--- src/rtl/uart_rx_parity_if.sv ---
// Receive-side byte interface of uart_rx_parity: received byte, error flags
// and the valid/ready handshake toward the downstream consumer.
interface uart_rx_parity_if;
   logic [7:0] data;
   logic       valid;
   logic       ready;
   logic       parity_err;
   logic       frame_err;
   logic       overrun;

   // The receiver produces the byte; the consumer drives ready.
   modport master (output data, valid, parity_err, frame_err, overrun, input ready);
   modport slave  (input  data, valid, parity_err, frame_err, overrun, output ready);
endinterface

--- src/rtl/uart_rx_parity.sv ---
// UART receiver: 8 data bits LSB first, even parity, 1 stop bit.
// Oversamples the line with clk, recovers each byte and delivers it with
// parity/frame/overrun flags on a valid/ready interface.
// Optional macro UART_RX_MAJORITY_EN: each bit decision becomes a 2-of-3
// majority of three consecutive samples around mid-bit, decided one cycle
// later (requires CLKS_PER_BIT >= 6).
module uart_rx_parity #(
   parameter int CLKS_PER_BIT = 16
) (
   input  logic             clk,
   input  logic             rst_n,
   input  logic             line,
   output logic             busy,
   uart_rx_parity_if.master rx
);
   localparam int MID = CLKS_PER_BIT / 2;
   localparam int CW  = $clog2(CLKS_PER_BIT);
   localparam logic [CW-1:0] C_LAST = CW'(CLKS_PER_BIT - 1);
`ifdef UART_RX_MAJORITY_EN
   localparam logic [CW-1:0] C_START = CW'(MID);
`else
   localparam logic [CW-1:0] C_START = CW'(MID - 1);
`endif

   typedef enum logic [2:0] {S_IDLE, S_START, S_DATA, S_PARITY, S_STOP} state_t;

   logic          r_sync1, r_sync2;
   logic          w_rxs;
   logic          w_bit;
   state_t        r_state, w_state_nxt;
   logic [CW-1:0] r_cnt, w_cnt_nxt;
   logic [2:0]    r_idx, w_idx_nxt;
   logic [7:0]    r_shift, w_shift_nxt;
   logic          r_perr, w_perr_nxt;
   logic          r_armed, w_armed_nxt;
   logic          r_dlv, w_dlv_nxt;
   logic          r_dlv_ferr, w_dlv_ferr_nxt;

   assign w_rxs = r_sync2;

   // Two-flop synchronizer for the asynchronous line; idles high.
   always_ff @(posedge clk or negedge rst_n) begin
      if (!rst_n) begin
         r_sync1 <= 1'b1;
         r_sync2 <= 1'b1;
      end else begin
         r_sync1 <= line;
         r_sync2 <= r_sync1;
      end
   end

`ifdef UART_RX_MAJORITY_EN
   logic [1:0] r_hist;

   // Keep the two previous rxs samples so the decision cycle sees three in a row.
   always_ff @(posedge clk or negedge rst_n) begin
      if (!rst_n) r_hist <= 2'b11;
      else        r_hist <= {r_hist[0], w_rxs};
   end

   assign w_bit = (r_hist[1] & r_hist[0]) | (r_hist[1] & w_rxs) | (r_hist[0] & w_rxs);
`else
   assign w_bit = w_rxs;
`endif

   // FSM and datapath state register.
   always_ff @(posedge clk or negedge rst_n) begin
      if (!rst_n) begin
         r_state    <= S_IDLE;
         r_cnt      <= '0;
         r_idx      <= '0;
         r_shift    <= '0;
         r_perr     <= 1'b0;
         r_armed    <= 1'b1;
         r_dlv      <= 1'b0;
         r_dlv_ferr <= 1'b0;
      end else begin
         r_state    <= w_state_nxt;
         r_cnt      <= w_cnt_nxt;
         r_idx      <= w_idx_nxt;
         r_shift    <= w_shift_nxt;
         r_perr     <= w_perr_nxt;
         r_armed    <= w_armed_nxt;
         r_dlv      <= w_dlv_nxt;
         r_dlv_ferr <= w_dlv_ferr_nxt;
      end
   end

   // Next-state: bit-period timing, bit capture, parity and stop evaluation.
   always_comb begin
      w_state_nxt    = r_state;
      w_cnt_nxt      = r_cnt + CW'(1);
      w_idx_nxt      = r_idx;
      w_shift_nxt    = r_shift;
      w_perr_nxt     = r_perr;
      w_armed_nxt    = r_armed;
      w_dlv_nxt      = 1'b0;
      w_dlv_ferr_nxt = r_dlv_ferr;
      unique case (r_state)
         S_IDLE: begin
            w_cnt_nxt = '0;
            // A frame that ended in a low stop bit must see the line high
            // again before another start edge is accepted.
            if (w_rxs)        w_armed_nxt = 1'b1;
            else if (r_armed) w_state_nxt = S_START;
         end
         S_START: begin
            if (r_cnt == C_START) begin
               w_cnt_nxt   = '0;
               w_idx_nxt   = '0;
               w_state_nxt = w_bit ? S_IDLE : S_DATA;
            end
         end
         S_DATA: begin
            if (r_cnt == C_LAST) begin
               w_cnt_nxt          = '0;
               w_shift_nxt[r_idx] = w_bit;
               w_idx_nxt          = r_idx + 3'd1;
               if (r_idx == 3'd7) w_state_nxt = S_PARITY;
            end
         end
         S_PARITY: begin
            if (r_cnt == C_LAST) begin
               w_cnt_nxt   = '0;
               w_perr_nxt  = ^{r_shift, w_bit};
               w_state_nxt = S_STOP;
            end
         end
         S_STOP: begin
            // Return to idle at the stop sample so a following start edge
            // arriving early in the stop bit's second half is not missed.
            if (r_cnt == C_LAST) begin
               w_cnt_nxt      = '0;
               w_state_nxt    = S_IDLE;
               w_dlv_nxt      = 1'b1;
               w_dlv_ferr_nxt = ~w_bit;
               if (!w_bit) w_armed_nxt = 1'b0;
            end
         end
         default: w_state_nxt = S_IDLE;
      endcase
   end

   assign busy = (r_state != S_IDLE);

   // Output register: load on delivery (always overwrites), clear on handshake.
   always_ff @(posedge clk or negedge rst_n) begin
      if (!rst_n) begin
         rx.data       <= '0;
         rx.valid      <= 1'b0;
         rx.parity_err <= 1'b0;
         rx.frame_err  <= 1'b0;
         rx.overrun    <= 1'b0;
      end else if (r_dlv) begin
         rx.data       <= r_shift;
         rx.parity_err <= r_perr;
         rx.frame_err  <= r_dlv_ferr;
         rx.valid      <= 1'b1;
         rx.overrun    <= rx.valid && !rx.ready;
      end else if (rx.valid && rx.ready) begin
         rx.valid   <= 1'b0;
         rx.overrun <= 1'b0;
      end
   end
endmodule

--- src/flat_wrapper.sv ---
// flat-port wrapper written by rule: the top's interface ports become plain ports
module uart_rx_parity_flat 
#(
   parameter int CLKS_PER_BIT = 16
)
  (clk, rst_n, line, busy, rx_data, rx_valid, rx_parity_err, rx_frame_err, rx_overrun, rx_ready);
  uart_rx_parity_if rx_i ();
  input  logic clk;
  input  logic rst_n;
  input  logic line;
  output logic busy;
  output wire logic [$bits(rx_i.data)-1:0] rx_data;
  output wire logic [$bits(rx_i.valid)-1:0] rx_valid;
  output wire logic [$bits(rx_i.parity_err)-1:0] rx_parity_err;
  output wire logic [$bits(rx_i.frame_err)-1:0] rx_frame_err;
  output wire logic [$bits(rx_i.overrun)-1:0] rx_overrun;
  input wire logic [$bits(rx_i.ready)-1:0] rx_ready;
  assign rx_data = rx_i.data;
  assign rx_valid = rx_i.valid;
  assign rx_parity_err = rx_i.parity_err;
  assign rx_frame_err = rx_i.frame_err;
  assign rx_overrun = rx_i.overrun;
  assign rx_i.ready = rx_ready;
  uart_rx_parity #(.CLKS_PER_BIT(CLKS_PER_BIT)) u_core (.clk(clk), .rst_n(rst_n), .line(line), .busy(busy), .rx(rx_i));
endmodule
--- config.mk ---
export PLATFORM = sky130hd
export DESIGN_NAME = uart_rx_parity_flat
export DESIGN_NICKNAME = d
export VERILOG_FILES = /design/src/rtl/uart_rx_parity_if.sv /design/src/rtl/uart_rx_parity.sv /design/src/flat_wrapper.sv
export SDC_FILE = /design/constraint.sdc
export NUM_CORES = 1
export LEC_CHECK = 0
export BUFFER_PORTS_ARGS = -buffer_cell sky130_fd_sc_hd__buf_4
export CAP_MARGIN = 20
export CORE_UTILIZATION = 43
export CTS_CLUSTER_SIZE = 25
export DETAILED_ROUTE_END_ITERATION = 8
export SYNTH_ARGS = -nofsm -noshare
export SYNTH_HDL_FRONTEND = slang
export SYNTH_SLANG_ARGS = --single-unit
export TNS_END_PERCENT = 30
--- constraint.sdc ---
create_clock -name clk -period 3.5 [get_ports clk]
set_clock_uncertainty 0.1 [all_clocks]
set_input_delay 0 -clock clk [delete_from_list [all_inputs] [get_ports clk]]
set_output_delay 0 -clock clk [all_outputs]
set_load 0.05 [all_outputs]
### Word level (Yosys, flattened, before mapping)

Cells that the tools add are included.

* bits in registers: 36
* input port bits: 4
* output and inout bits: 13
* word-level logic and storage cells: 80

* add/subtract/negate cells: 2
* order comparisons: 2
* eq/ne operators: 16
* multiplexer cells: 27
* bitwise operators: 1
* reduce and logical (&&, ||, !) cells: 17

Operator list (count)
* 3-bit two-way mux: 9
* 3-bit case mux with 5 select lines: 1
* 2-bit by 1-bit inequality test with 1-bit output, second input constant: 7
* 4-bit case mux with 3 select lines: 1
* 1-bit two-way mux: 9
* 9-bit XOR reduction: 1
* 8-bit bitwise mux: 1
* 4-bit two-way mux: 2
* 7-bit AND reduction: 1
* 3-bit by 2-bit equality test with 1-bit output, second input constant: 2
* 3-bit equality test, second input constant: 2
* 3-bit case mux with 2 select lines: 1
* 2-bit AND reduction: 3
* 2-bit nonzero test: 3
* 4-bit by 1-bit adder with 4-bit output, second input constant: 1
* 4-bit by 3-bit equality test with 1-bit output, second input constant: 1
* 4-bit equality test, second input constant: 1
* 3-bit by 4-bit < comparator with 1-bit output, second input constant: 1
* 2-bit inequality test, second input constant: 2
* 4-bit AND reduction: 1
* 3-bit by 1-bit adder with 3-bit output, second input constant: 1
* 1-bit demux with 3-bit select: 1
* 3-bit by 1-bit equality test with 1-bit output, second input constant: 1
* 3-bit by 1-bit >= comparator with 1-bit output, second input constant: 1
* other kinds (9): 11

### Logic depth before layout (Yosys ltp)

Gate-level depths: netlist (run 1).

* word-level depth: 5
* mapped depth: 5
* depth with buffers taken out: 5

### Worst setup path before layout (run 1)

No wires, ideal clock.

* kind: register to register
* start: register u_core.r_state[1]
* end: register u_core.r_cnt[3]
* setup time: 0.125 ns
* arrival time: 1.463 ns
* required time: 3.275 ns
* slack: 1.812 ns
* cell stages (with the launch flop): 5
* path buffers: 1
* clock period less this slack: 1.688 ns
* path through: dfrtp_1 -> buf_2 -> or3_1 -> o21ai_1 -> nor2_1

* longest elaborated chain between the ends: 3
* elaborated cells on any way between the ends: 7
* classes of those cells: eq/ne: 4; mux: 1; reduce/logical: 2

RTL lines
* start: declaration: line uart_rx_parity.sv:30 `state_t r_state, w_state_nxt;`
* start signal: assignment: line uart_rx_parity.sv:78 `r_state <= w_state_nxt;`
* 3-bit by 2-bit equality test with 1-bit output / 3-bit equality test (equally long branches): line uart_rx_parity.sv:99 `unique case (r_state)`
* 3-bit OR reduction (no source line)
* 4-bit case mux with 3 select lines (*): line uart_rx_parity.sv:99
* net u_core.w_cnt_nxt[3]: line uart_rx_parity.sv:31 `logic [CW-1:0] r_cnt, w_cnt_nxt;`
* end signal: assignment: line uart_rx_parity.sv:79 `r_cnt <= w_cnt_nxt;`
* end: declaration: line uart_rx_parity.sv:31

The timed path passes the listed nets; every way through them passes the cells marked *.
A chain may end at the register's enable or synchronous reset.

### Worst setup path after layout (run 1)

* start: register u_core.r_state[1]
* end: register u_core.r_shift[0]

* longest elaborated chain between the ends: 2

RTL lines
* 3-bit by 2-bit equality test with 1-bit output: line uart_rx_parity.sv:99
* 2-bit AND reduction (no source line)
* end signal: assignment: line uart_rx_parity.sv:81 `r_shift <= w_shift_nxt;`
* end: declaration: line uart_rx_parity.sv:33 `logic [7:0] r_shift, w_shift_nxt;`

Every way passes these cells.

==> impl_summary.md, run 1 <==
Place
Summed over all nets, the half-perimeter wirelength after detailed placement is 2.064 mm. The global placement routability congestion is 0.8184. The worst slack after detailed placement is 1.623 ns. The count of buffers inserted at the top-level ports is 16. The total placed cells including tap cells is 200.

Route
The number of vias after detailed routing is 1125. The first-pass iteration count of the detailed router is 4. In the final routed layout, each cell accounts on average for about 14 um. The routed wire length is 2.931 mm.

The per-cell via count in the routed design is approximately 5.3. After detailed routing, the number of remaining DRC violations is 0. The first routing iteration left 34 violations.

The post-route antenna net violation count is 0.

Yosys
The post-synthesis cell area is approximately 1700 sq um. For this run, the number of Yosys warnings is 0. The number of nets in the synthesized netlist is 150.

In this run the mean area of a mapped cell was 11.93 sq um. In the synthesized netlist, the number of instances is 143. Sequential elements use 53.04% of the synthesized area. The count of distinct cell types in the synthesized netlist is 41. Counting flops and latches in the post-synthesis netlist gives 36.

Pwr
The worst voltage drop across the vdd grid is 0.0002333 V. The total internal power is 0.7333 mW. For this design the static power due to leakage is 0.9676 nW. The switching power share of the total is 29.41%. In this run the power density over the cells is approximately 520 nW/um^2. The clock power share is between 30% and 40%. Total power for the finished layout comes to about 1.0 mW. The analysis attributes to net switching a power of 0.3056 mW. Combinational logic burns 16.6% of the power.

The share of total power dissipated in sequential elements is about half.

Setup path
STA classifies the critical path startpoint as a flop. The signal on the critical path passes through nand2b_1, or3_1, nor4_2, mux2_1. The worst setup path is captured at a flop. The signal arrival time at the worst endpoint is 1.95 ns. The startpoint of the worst-slack reg-to-reg timing path is u_core.r_state[1]. Along the worst path, the maximum fanout reaches 14. On the worst path, the slowest cell contributes a delay of 0.61 ns. The worst endpoint required time is 3.57 ns. The most critical setup path has its startpoint at u_core.r_state[1]. The worst setup path category is reg2reg. The slowest cell on the critical path is sky130_fd_sc_hd__dfrtp_1.

Timing
The final setup violation count is 0. The final worst setup slack is around 1.6 ns. The final-report hold violation count came to 0.

Static timing analysis puts the maximum clock frequency at between 0.5 and 0.6 GHz. Setup repair after global routing left no endpoint under its margin. At the pin with the least slew margin, the transition time is 0.4871 ns. The setup TNS after final layout is 0 ns.

The normalized max-slew margin is 67.52%. For the finished layout, the period the worst path requires is about 1.9 ns. The number of max-slew violations in the final report is 0. Dividing the final minimum period by the clock period gives 53.65%.

Global routing
The global-route usage over all layers is 17.11%. The pin count of the biggest net entering global routing is 37. The initial antenna violation count is 0. The via count of the first global-routing pass is 1104. The first global-routing pass estimated 5.250 mm of wire. After global routing the overflow that remains totals 0.

Floorplanning
The initial core utilization is 45.55%. The overall die area is 4222 sq um. The die is 64.98 um tall. 17 I/O pins were placed. After floorplanning, the core was sized to cover 3744 sq um. The die width is 64.98 um. In this run the core area contains 22 standard-cell rows.

Clock network
Buffers inserted to repair hold after CTS numbered 3. In this run, CTS created clock tree buffers numbering 5. TritonCTS built the clock tree. The H-tree generated during clock tree synthesis spans 2 levels. The maximum buffer depth of the clock tree is 2. For this design, the sink count on the clock tree is 36. Post-CTS timing repair inserted 0 buffers for setup. Clock latency on the worst-skew pair, taken at its later pin, is 0.28 ns. After clock tree synthesis, the clock-pin slew on the worst setup and hold paths is 0.07 ns. The number of resized instances in the post-cts repair step is 0. The cell sitting at the root of the clock tree is a sky130_fd_sc_hd__clkbuf_8.

Layout
The library cell used most frequently in the layout, excluding fill and tap cells, is sky130_fd_sc_hd__dfrtp_1. In the final layout, the multi-input gates occupy about 760 sq um. The area growth from synthesis to layout is 16.95%. The library cells used most frequently in the layout, excluding fill and tap cells, are sky130_fd_sc_hd__dfrtp_1, sky130_fd_sc_hd__buf_4, sky130_fd_sc_hd__mux2_2. The total of fill cells in the finished design is 350.

At the end of the flow, the number of nets in the layout was 169. The final cell count without fillers is about 210. The repair_antennas step left the layout with diodes totalling 0. The fraction of layout instances using a drive strength above 1 is 24.54%. Registers take 904.6 sq um.

Run status
The flow ran to the end, and the final reports show no timing, DRC or antenna violations.

Hold path
The tightest min-delay check is of the in2async type.

Job
The number of maximum-capacitance constraint violations is 0.
## state kept, by name, indices dropped and copies added, names as in the netlist
signal,count
u_core.r_perr,1
u_core.rx.frame_err,1
u_core.rx.overrun,1
u_core.r_sync2,1
u_core.r_armed,1
u_core.r_sync1,1
u_core.r_shift,8
u_core.rx.valid,1
u_core.rx.data,8
u_core.rx.parity_err,1
u_core.r_dlv,1
u_core.r_dlv_ferr,1
u_core.r_cnt,4
u_core.r_state,3
u_core.r_idx,3
## cell type report
cell class,count,share of cell area [%]
sequential,36,45.36
clock buffer,6,3.639
multi-input combinational,96,37.95
clock inverter,2,1.757
inverter,4,0.7528
tap,48,3.011
timing repair buffer,19,7.528
## layer usage
| layer | vias up | wire [um] | GRT usage [%] |
|---|---|---|---|
| met1 | 556 | 1382 | 21.56 |
| met4 | 0 | 35 | 9.167 |
| met2 | 20 | 1404 | 26.04 |
| met3 | 2 | 108 | 5.282 |
| li1 | 547 | - | - |
| met5 | - | 0 | 0 |
## cell usage after synthesis
library cell                number  share of area (%)
sky130_fd_sc_hd__a22o_1          2                1.0
sky130_fd_sc_hd__a21o_1          1               0.44
sky130_fd_sc_hd__a221o_1         1               0.59
sky130_fd_sc_hd__nor3_2          1               0.59
sky130_fd_sc_hd__dfrtp_1        33                 48
sky130_fd_sc_hd__nand2b_1        2               0.73
sky130_fd_sc_hd__nor4_2          1               0.73
sky130_fd_sc_hd__nand4_1         2               0.73
sky130_fd_sc_hd__ha_1            3                2.2
sky130_fd_sc_hd__and2_1          1               0.37
sky130_fd_sc_hd__nor4_1          1               0.37
sky130_fd_sc_hd__mux2_2         10                6.6
sky130_fd_sc_hd__o2111ai_1       1               0.51
sky130_fd_sc_hd__xnor2_1         5                2.6
sky130_fd_sc_hd__nand2_1         7                1.5
sky130_fd_sc_hd__mux2i_1         3                1.8
sky130_fd_sc_hd__xnor3_1         1                1.3
sky130_fd_sc_hd__nand3_4         1                1.0
sky130_fd_sc_hd__o21bai_1        1               0.44
sky130_fd_sc_hd__and3_1          1               0.37
sky130_fd_sc_hd__o21ai_1         3               0.88
sky130_fd_sc_hd__nor2b_1         1               0.37
sky130_fd_sc_hd__dfstp_2         3                4.6
sky130_fd_sc_hd__o221a_1         1               0.66
sky130_fd_sc_hd__o41a_1          1               0.66
sky130_fd_sc_hd__nor3b_1         1               0.44
sky130_fd_sc_hd__nor2_1          8                1.8
sky130_fd_sc_hd__o21a_1          1               0.44
sky130_fd_sc_hd__mux2_1          9                5.9
sky130_fd_sc_hd__buf_1           1               0.22
sky130_fd_sc_hd__or3_1           4                1.5
sky130_fd_sc_hd__xor2_1          3                1.5
sky130_fd_sc_hd__inv_1           4               0.88
sky130_fd_sc_hd__nand3_1         4                1.2
sky130_fd_sc_hd__clkbuf_1        4               0.88
sky130_fd_sc_hd__nor3b_2         1               0.73
sky130_fd_sc_hd__buf_2           2               0.59
sky130_fd_sc_hd__nand3b_1        1               0.44
sky130_fd_sc_hd__o31ai_1         1               0.44
sky130_fd_sc_hd__a21oi_1         6                1.8
sky130_fd_sc_hd__nor3_1          6                1.8
## critical path, delay by kind of cell (launching register included)
kind,cells,cell delay (ns)
flops,1,0.61
simple gates,3,0.71
mux,1,0.35
## power groups by stage
stage                     logic, mW  registers, mW  clock network, mW
after floorplan               0.174          0.478                  0
after global placement        0.170          0.520                  0
after detailed placement      0.172          0.523                  0
after CTS                     0.176          0.514              0.366
after global routing          0.196          0.524              0.381
final                         0.173          0.515              0.351
## metrics by stage
stage          utilization, %  area, sq um  hold slack (ns)
6_report                53.28         1994          0.09783
5_1_grt                 53.28         1994           0.1487
4_1_cts                 53.28         1994           0.1137
3_5_place_dp            49.60         1857          -0.1145
3_3_place_gp            49.60         1857          -0.1207
2_1_floorplan               -         1705          -0.3956
## final timing paths
check	endpoint	slack [ns]	cells after the start
worst min register to register	u_core.r_sync2	0.26	0
worst min-delay path	u_core.rx.data[1]	0.1	2
min in group clk	u_core.r_sync2	0.26	0
worst max register to register	u_core.r_shift[0]	1.62	4
worst max-delay path	u_core.r_shift[0]	1.62	4
max in group asynchronous	u_core.r_sync2	2.86	2
## cell families (layout without fill, tap and decap cells)
kind of cell	Yosys count	in the layout	synth area share, %
AOI/OAI and AO/OA	19	19	7.851
muxes	22	22	14.31
xor gates and xnor gates	9	9	5.429
and+or+nand+nor	43	43	14.60
DFF	36	36	53.04
buffers and inverters	11	31	2.567
adders and majority gates	3	3	2.201
Power figures use the tool's default switching activity.
==> run 2, diff against run 1 <==
==> constraint.sdc (replaced) <==
create_clock -name clk -period 1.85 [get_ports clk]
set_clock_uncertainty 0.1 [all_clocks]
set_input_delay 0 -clock clk [delete_from_list [all_inputs] [get_ports clk]]
set_output_delay 0 -clock clk [all_outputs]
set_load 0.05 [all_outputs]
==> impl_summary.md, run 2 (synthesis gave the netlist of run 1 again) <==
Place
Detailed placement ended at an HPWL of ~2.1 mm. The count of buffers inserted at the top-level ports is 16. The total placed cells including tap cells is 205. Routability-driven placement finished with a final weighted congestion of 0.8628.

Pwr
The analysis attributes to cell leakage a power of 0.9822 nW. Of the total power, the share spent switching nets is 32.02%. The part of the total power dissipated in combinational logic is between 20% and 30%. VDD sags by at most 0.0006517 V. Registers are responsible for 50.8% of the overall power.

The switching power summed over all nets is 0.6034 mW. The power density relative to cell area is around 930 nW/um^2. The clock network is responsible for 28.9% of the overall power. The completed layout was analyzed and its total power is 1.885 mW.

The total internal power is 1.281 mW.

Route
The first-pass iteration count of the detailed router is 4. After detailed routing, the number of vias per cell comes to approximately 5.3. In the routed design, unresolved DRC markers number 0. The post-route antenna net violation count is 0. The initial DRC count is 39. After detailed routing, the average wire length per cell comes to 13.67 um. The detailed router placed approximately 1200 vias in this run. For this block, the routed nets add up to 2.952 mm of wire.

Timing
The setup TNS after final layout is 0 ns. The final-report hold violation count is 0. The slew at the pin closest to its max-slew limit is 0.5074 ns.

The number of max-slew violations in the final report is 0. For this run, the top clock speed supported by timing is 0.5843 GHz. The minimum hold slack is 0.08149 ns. Setup repair after global routing left no endpoint under its margin. The final critical-path required period is 1.712 ns.

The final setup violation count is 0. The normalized max-slew margin is between 60% and 70%. After layout, the worst path uses 92.51% of the clock period.

Global routing
The routing usage on met3 is 5.810%. Global routing used 16.96% of the available tracks across all layers. The aggregate global routing overflow is 0. The pin count of the biggest net entering global routing is 37. For met2 alone, demand over resource in global routing was 26.04%. The initial antenna violation count came to 0.

The wire length of the first global-routing pass is 5.250 mm. The met1 layer usage reported by global route is around 21%. The via count of the first global-routing pass is 1148.

met2 is the most crowded layer.

Layout
Cells with a size suffix above 1 make up 29.17% of the layout. In the layout the commonest cells are sky130_fd_sc_hd__dfrtp_1, sky130_fd_sc_hd__buf_4, sky130_fd_sc_hd__mux2_2. The most common library cell in the layout ignoring fill and taps is sky130_fd_sc_hd__dfrtp_1.

The area growth from synthesis to layout is 18.27%. Summing all flip-flop and latch instances after layout gives approximately 910 sq um. The count of antenna diodes in the layout is 0. For this run, the share of the core covered by cells in the final layout is 53.88%. The total of fill cells in the finished design is about 350.

The multi-input combinational cells in the finished layout cover a total of 760.7 sq um. After the flow finishes, the layout carries non-filler instances totaling 216. For this run, the post-layout net count is 174. In the final layout, the registers with the most flip-flops are u_core.r_shift: 8 flops, u_core.rx.data: 8 flops, u_core.r_cnt: 4 flops.

Clock network
The tree built by TritonCTS fans out to 36 sinks. The clock network latency to the later pin of the worst-skew pair is 0.30 ns. Clock tree synthesis selected as its root buffer the cell sky130_fd_sc_hd__clkbuf_8.

The number of CTS-inserted buffers is 5. The clock passes through at most 2 buffers. The clock tree from TritonCTS is built. The clock-pin slew on the worst setup and hold paths is 0.08 ns.

The H-tree depth is 2. The number of setup buffers added after CTS is 0.

Setup path
STA classifies the critical path startpoint as a flop. Data on the critical path is required at its endpoint by 1.93 ns. The signal arrival time at the worst endpoint is 1.80 ns.

The path depth of the worst reg2reg path is 5. The endpoint of the lowest-slack register-to-register path is u_core.r_shift[4]. The slowest cell on the critical path is sky130_fd_sc_hd__dfrtp_1. Among cell families on the critical path, the largest total delay comes from simple AND/OR/NAND/NOR gates.

The number of buffer and inverter stages on the critical path is 0. Traced cell by cell, the critical path runs through ha_2, and3_2, nand2_1, nor3_1, mux2_1. The largest single stage delay on the critical path is approximately 0.37 ns.

In this run the worst path has a maximum fanout of 5. The worst setup path is captured at a flop. The slack of the worst reg-to-reg path is 0.14 ns. The worst setup path category is reg2reg. In this run the critical register-to-register path is launched from u_core.r_cnt[0].

Hold path
In this run the worst hold path is classified as in2async.

Floorplanning
In this run the count of I/O pins placed on the die edge is 17. The initial core utilization is between 40% and 50%. The floorplan step defined a die boundary enclosing 4222 sq um. The chip height is 64.98 um.

The initialized floorplan defines 22 standard-cell rows. The total area inside the core boundary comes to 3744 sq um. The die width is 64.98 um.

Job
Across the run, the number of max-cap violations was 0.

Run status
The flow ran to the end, and the final reports show no timing, DRC or antenna violations.
run 2: cell types whose count changed in the layout (fill, tap and decap cells not counted), sizes merged:
| cell | change |
|---|---|
| buf | +5 |
| clkinv | +2 |
| clkbuf | -1 |
| bufinv | -1 |
run 2: area by class of cell:
cell class              instances  area share, %
inverters                       4         0.7444
multi-input cells              96          37.72
flip-flops and latches         36          44.91
well taps                      48          2.978
clock inverters                 3         0.9305
clock buffers                   5          3.412
repair buffers                 24          9.305
run 2: worst max path at each step:
stage | startpoint | end | depth (start not counted)
3_5_place_dp | u_core.r_cnt[0] | u_core.r_shift[4] | 5
6_report | u_core.r_cnt[0] | u_core.r_shift[4] | 5
3_3_place_gp | u_core.r_cnt[0] | u_core.r_shift[4] | 5
5_1_grt | u_core.r_cnt[0] | u_core.r_shift[4] | 5
2_1_floorplan | u_core.r_state[1] | u_core.r_cnt[3] | 4
4_1_cts | u_core.r_cnt[0] | u_core.r_shift[4] | 5
run 2: routing by layer:
layer | up-vias | share of wire, %
li1 | 556 | -
met1 | 575 | 49
met2 | 17 | 45
met3 | 5 | 3.7
met4 | 0 | 1.9
met5 | - | 0
run 2: what timing repair did:
item | 4_1_cts | 5_1_grt
setup endpoints to repair | 0 | 2
resized for setup | 0 | 3
endpoints found under the hold margin | 39 | 0
hold buffers | 3 | 0
run 2: power by group through the flow:
stage                     clock network [mW]  registers, mW  logic (mW)
after CTS                              0.566          0.954       0.385
after global routing                   0.598          0.972       0.445
final                                  0.544          0.958       0.383
after global placement                     0          0.966       0.377
after detailed placement                   0          0.969       0.379
after floorplan                            0          0.904       0.329
run 2: per-stage QoR:
| stage | cell area, sq um | worst slack [ns] |
|---|---|---|
| global placement | 1894 | 0.09556 |
| CTS | 2012 | 0.04041 |
| floorplan | 1705 | 0.1625 |
| detailed placement | 1894 | 0.04401 |
| global route | 2017 | 0.005604 |
| finish | 2017 | 0.1385 |
run 2: worst register-to-register path, stage by stage, from the launching register on:
cell                      delay (ns)
sky130_fd_sc_hd__dfrtp_1        0.37
sky130_fd_sc_hd__ha_2           0.25
sky130_fd_sc_hd__and3_2         0.26
sky130_fd_sc_hd__nand2_1        0.09
sky130_fd_sc_hd__nor3_1         0.21
sky130_fd_sc_hd__mux2_1         0.34
